## config.mk

```make
export PLATFORM = sky130hd
export DESIGN_NAME = bus_enq_arbiter
export DESIGN_NICKNAME = d
export VERILOG_FILES = /design/src/rtl/bus_enq_arbiter.sv
export SDC_FILE = /design/constraint.sdc
export NUM_CORES = 1
export LEC_CHECK = 0
export BUFFER_PORTS_ARGS = -buffer_cell sky130_fd_sc_hd__buf_4
export CAP_MARGIN = 40
export CORE_AREA = 8 8 93 95
export DETAILED_ROUTE_END_ITERATION = 10
export DIE_AREA = 0 0 101 103
export PLACE_DENSITY = 0.75
export SKIP_LAST_GASP = 1
export SLEW_MARGIN = 20
export SYNTH_ARGS = -nofsm -noshare
export SYNTH_HDL_FRONTEND = slang
export SYNTH_SLANG_ARGS = --single-unit
```

## constraint.sdc

```tcl
create_clock -name CLK -period 2.15 [get_ports CLK]
set_input_delay 0.215 -clock CLK [delete_from_list [all_inputs] [get_ports CLK]]
set_output_delay 0.215 -clock CLK [all_outputs]
set_load 0.1 [all_outputs]
```

## src/rtl/bus_enq_arbiter.sv

```systemverilog
// ---------------------------------------------------------------------------
// bus_enq_arbiter
//
// Round-robin arbiter sharing one 32-bit word-serial enq channel among N
// requesters. Once a requester wins, the grant stays locked to it until the
// word carrying length <= 1 is accepted, so words of different messages are
// never interleaved on the output.
//
// Parameters:
//   N    number of requesters (2..16)
//   IDW  width of the grant index
//
// Ports:
//   CLK, nRST        clock / asynchronous active-low reset
//   req              per-requester "message pending"
//   in_enq__ENA      per-requester word strobe
//   in_enq_v         per-requester word data, 32 bits each
//   in_enq_length    per-requester remaining-word count, 16 bits each
//   in_enq__RDY      per-requester ready (only the granted bit can be high)
//   out_enq__ENA     forwarded strobe
//   out_enq_v        forwarded data
//   out_enq_length   forwarded length
//   out_enq__RDY     downstream ready
//   grant_valid      a message is locked
//   grant_id         locked requester; holds the last winner when idle
//
// Optional feature (macro BUS_ARB_STATS_EN):
//   msg_count        accepted last words, wraps
//   word_count       accepted words, wraps
// ---------------------------------------------------------------------------
module bus_enq_arbiter #(
    parameter int N   = 4,
    parameter int IDW = $clog2(N)
) (
    input  logic            CLK,
    input  logic            nRST,
    input  logic [N-1:0]    req,
    input  logic [N-1:0]    in_enq__ENA,
    input  logic [N*32-1:0] in_enq_v,
    input  logic [N*16-1:0] in_enq_length,
    output logic [N-1:0]    in_enq__RDY,
    output logic            out_enq__ENA,
    output logic [31:0]     out_enq_v,
    output logic [15:0]     out_enq_length,
    input  logic            out_enq__RDY,
    output logic            grant_valid,
    output logic [IDW-1:0]  grant_id
`ifdef BUS_ARB_STATS_EN
    ,
    output logic [31:0]     msg_count,
    output logic [31:0]     word_count
`endif
);

    localparam logic [0:0] IDLE = 1'b0;
    localparam logic [0:0] BUSY = 1'b1;

    logic [0:0]     state_q;
    logic [0:0]     state_d;
    // The grant register doubles as the round-robin pointer: both are loaded
    // with the winner at the same moment and never diverge.
    logic [IDW-1:0] grant_q;
    logic [IDW-1:0] winner;
    logic [IDW-1:0] cand;
    logic           any_req;
    logic           accept;
    logic           last_word;

    // Round-robin search from grant_q+1. Walking the offsets from far to near
    // lets the nearest requesting index overwrite the others, so no
    // "found" flag is needed.
    always_comb begin : rr_search
        // NOTE: every variable gets a default before any conditional write,
        // otherwise a path that skips the assignment infers a latch.
        winner  = grant_q;
        cand    = grant_q;
        any_req = |req;
        for (int k = N; k >= 1; k--) begin
            cand = IDW'((int'(grant_q) + k) % N);
            if (req[cand]) begin
                winner = cand;
            end
        end
    end

    // Combinational forwarding of the granted requester; everything is zero
    // while idle.
    always_comb begin : fwd
        in_enq__RDY    = '0;
        out_enq__ENA   = 1'b0;
        out_enq_v      = '0;
        out_enq_length = '0;
        if (state_q == BUSY) begin
            in_enq__RDY[grant_q] = out_enq__RDY;
            out_enq__ENA         = in_enq__ENA[grant_q];
            out_enq_v            = in_enq_v[32*grant_q +: 32];
            out_enq_length       = in_enq_length[16*grant_q +: 16];
        end
    end

    assign accept    = out_enq__ENA & out_enq__RDY;
    // A length of 0 is treated as a single-word message.
    assign last_word = accept && (out_enq_length <= 16'd1);

    always_comb begin : next_state
        state_d = state_q;
        case (state_q)
            IDLE:    if (any_req)   state_d = BUSY;
            BUSY:    if (last_word) state_d = IDLE;
            default: state_d = IDLE;
        endcase
    end

    always_ff @(posedge CLK or negedge nRST) begin
        if (!nRST) begin
            state_q <= IDLE;
            // N-1 so that the first search starts at requester 0.
            grant_q <= IDW'(N - 1);
        end else begin
            // NOTE: non-blocking assignments for all registered state, so
            // every flop samples the pre-edge values regardless of order.
            state_q <= state_d;
            if (state_q == IDLE && any_req) begin
                grant_q <= winner;
            end
        end
    end

    assign grant_valid = (state_q == BUSY);
    assign grant_id    = grant_q;

`ifdef BUS_ARB_STATS_EN
    always_ff @(posedge CLK or negedge nRST) begin
        if (!nRST) begin
            msg_count  <= '0;
            word_count <= '0;
        end else begin
            if (accept)    word_count <= word_count + 32'd1;
            if (last_word) msg_count  <= msg_count + 32'd1;
        end
    end
`endif

endmodule

```

==> results.cfg <==
[pwr]
leak_pwr_nw = 2.465
ir_worst_vdd_v = 0.0003033
cell_area_power_density_nw_per_um2 = 603.3

[timing]
slew_headroom_pct = 76.81
unrepaired_setup_endpoints_after_global_routing = true
final.min_clock_period_ns = 2.258
worst-slew-pin-transition_ns = 0.3430
min_period_over_period_pct = 105.0
final-hold-violation-count = 0
clock_skew_ns = 0.0001829
timing.fmax_mhz = 442.9
post-route-worst-setup-slack_ns = -0.1077
timing.hold.ws_ns = 0.3322
maxSlewViolCount = 0
fin_tns_setup_ns = -2.459
final-setup-viol-count = 48

[outcome]
violations = setup timing
outcome = finished, violations left

[route]
ant_nets = 0
remaining_drc_errors = 0
drt_wl_total_um = 13410
dr_vias_cell = 5.212
wire_length_per_cell_after_detailed_routing_um = 24.92
drt_first_iter_violations = 67
detail_route.first_pass.iterations = 4
routed-via-count = 2804

[synthesis]
gate_count_after_technology_mapping = 161
synth-seq-cells = 3
netlist-cell-type-count = 30
yosysWarnings = 0
synth-seq-area-share_pct = 4.071
synth_nets = 368
netlist_area_um2 = 1906
syn_avg_cell_area_um2 = 11.84

[setup_path]
critical_path.reg2reg.startpoint = grant_id[0]
critical_path.max_fanout = 4
worstSetupEndpointType = flop
worst-r2r-setup-slack_ns = -0.11
data_arrival_time_of_the_worst_path_ns = 2.33
r2r-end = grant_valid
reg2reg_depth = 6
crit_type = reg -> reg
setup.worst_path.start_class = flop
cp_data_required_time_ns = 2.23

[global_routing]
maximum_number_of_pins_on_one_net_before_global_route_repair = 37
grt_antenna_before_repair = 0
grt_remaining_overflow = 0
grt_util_all_layers_pct = 22.83
grt_pass1_wl_um = 18060
grt_pass1_vias = 3023

[floorplan]
fp.dieH_um = 103
ioPinCount = 259
core_area_um2 = 7137
initial_utilization_pct = 26.70
die_area_um2 = 10400
std_cell_rows = 31
die-width_um = 101

[cts]
tritoncts_num_sinks = 3
clock_latency_ns = 0.22
max-clock-path-buffers = 2
cts_buffers = 3
tritoncts = yes
htree_num_levels = 1
worst_setup_hold_path_clk_slew_ns = 0.03
clock_tree.root_cell = sky130_fd_sc_hd__clkbuf_8

[placement]
placement_stage_worst_setup_slack_ns = -0.06920
place.detailed.instances = 509
dpl-instance-area_um2 = 4141
io_buffer_count = 258
dpl_wire_length_um = 10050
globalplace.congestion = 0.9011

[layout]
final_area_um2 = 5084
layout.cells.most_common = sky130_fd_sc_hd__buf_4
antenna-diode-count = 0
post_route_cells_drive_above_1_share_pct = 92.03
layout.nets = 647
instances_no_fill = 538
n_fill_cell = 488
mostFrequentLayoutCells = sky130_fd_sc_hd__buf_4, sky130_fd_sc_hd__buf_12, sky130_fd_sc_hd__mux4_2, sky130_fd_sc_hd__and2_4, sky130_fd_sc_hd__mux2i_1
area.growth.synth_to_final_pct = 166.8

[min_path]
min_path_type = in -> async

[run]
maxCapViolCount = 0
-- cell families after synthesis --
family	Yosys count	synth area share [%]
mux	55	62.31
flops	3	4.071
buf+inv	22	5.515
compound gates	11	3.743
fa+ha+maj	4	2.627
simple gates	66	21.73
-- flip-flops by register name, indices dropped and copies added, names as in the netlist --
signal	count
grant_valid	1
grant_id	2
-- worst max path at each step --
stage / start / to / slack, ns / depth (start not counted)
final: grant_id[0] / grant_valid / -0.11 / 6
after global routing: grant_id[0] / grant_valid / -0.18 / 6
after CTS: grant_id[0] / out_enq_v[11] / -0.15 / 6
after detailed placement: grant_id[0] / grant_valid / -0.07 / 5
after global placement: grant_id[0] / grant_valid / -0.04 / 5
after floorplan: grant_id[0] / grant_valid / -0.15 / 5
-- per-layer routing --
metal	global-route usage, %	up-vias	part of all wire (%)	wire [µm]
met5	0	-	0	0
met4	5.613	0	2.6	344
met1	24.50	1415	35	4730
li1	-	1208	-	-
met3	7.022	22	8.3	1118
met2	42.59	159	54	7214
-- stage by stage --
| step | util (%) | power, W |
|---|---|---|
| finish | 71.23 | 0.003067 |
| global route | 71.23 | 0.003156 |
| CTS | 68.90 | 0.002944 |
| detailed placement | 58.03 | 0.002314 |
| global placement | 58.03 | 0.002293 |
| floorplan | - | 0.001730 |
-- report_power, final --
part / internal (W) / switching, W
sequential: 0.0000655 / 0.00000795
clock: 0.000126 / 0.0000366
combinational: 0.00129 / 0.00154
-- repair_timing --
item / 4_1_cts / 5_1_grt
pin swaps: 3 / 10
setup buffers: 14 / 8
hold endpoints to repair: 3 / 0
endpoints found under the setup margin: 47 / 52
gates resized for setup: 141 / 30
cloned: 3 / 1
hold buffers: 1 / 0
-- Yosys cell counts --
cell type                   count  area (µm²)
sky130_fd_sc_hd__mux2i_1        5       50.05
sky130_fd_sc_hd__a21o_1         1       7.510
sky130_fd_sc_hd__nor3_2         1       10.01
sky130_fd_sc_hd__nand2_1        2       7.510
sky130_fd_sc_hd__a21oi_1        4       20.02
sky130_fd_sc_hd__nor2b_1        1       6.260
sky130_fd_sc_hd__mux2_2         1       11.26
sky130_fd_sc_hd__nor4b_1        2       17.52
sky130_fd_sc_hd__nor2_1         1       3.750
sky130_fd_sc_hd__buf_2          3       15.01
sky130_fd_sc_hd__buf_1          2       7.510
sky130_fd_sc_hd__and2_1        49       306.5
sky130_fd_sc_hd__nor3_1         1       5.000
sky130_fd_sc_hd__inv_1          4       15.01
sky130_fd_sc_hd__mux4_1         6       157.7
sky130_fd_sc_hd__and3_1         5       31.28
sky130_fd_sc_hd__dfstp_2        2       52.55
sky130_fd_sc_hd__buf_4          3       22.52
sky130_fd_sc_hd__o2bb2ai_1      1       8.760
sky130_fd_sc_hd__buf_6          1       11.26
sky130_fd_sc_hd__ha_1           4       50.05
sky130_fd_sc_hd__dfrtp_1        1       25.02
sky130_fd_sc_hd__a31o_2         1       8.760
sky130_fd_sc_hd__o21ai_0        1       5.000
sky130_fd_sc_hd__clkbuf_1       9       33.78
sky130_fd_sc_hd__o22ai_1        1       6.260
sky130_fd_sc_hd__a211oi_1       2       15.01
sky130_fd_sc_hd__nor4_1         3       18.77
sky130_fd_sc_hd__or4_1          1       7.510
sky130_fd_sc_hd__mux4_2        43       968.4
-- worst max-delay path, stage by stage (launching register included) --
cell                      delay [ns]
sky130_fd_sc_hd__dfstp_4        0.64
sky130_fd_sc_hd__buf_6          0.14
sky130_fd_sc_hd__buf_6          0.11
sky130_fd_sc_hd__mux4_2         0.49
sky130_fd_sc_hd__or4_4          0.54
sky130_fd_sc_hd__nor3_2         0.11
sky130_fd_sc_hd__a21oi_1        0.09
-- area by class of cell --
class / instances / area, µm² / area share (%)
Clock buffer: 4 / 45.04 / 0.8860
Inverter: 4 / 15.01 / 0.2953
Multi-Input combinational cell: 136 / 1842 / 36.23
Sequential cell: 3 / 86.33 / 1.698
Tap cell: 99 / 123.9 / 2.437
Timing Repair Buffer: 292 / 2972 / 58.45
(Power assumes the default switching activity.)
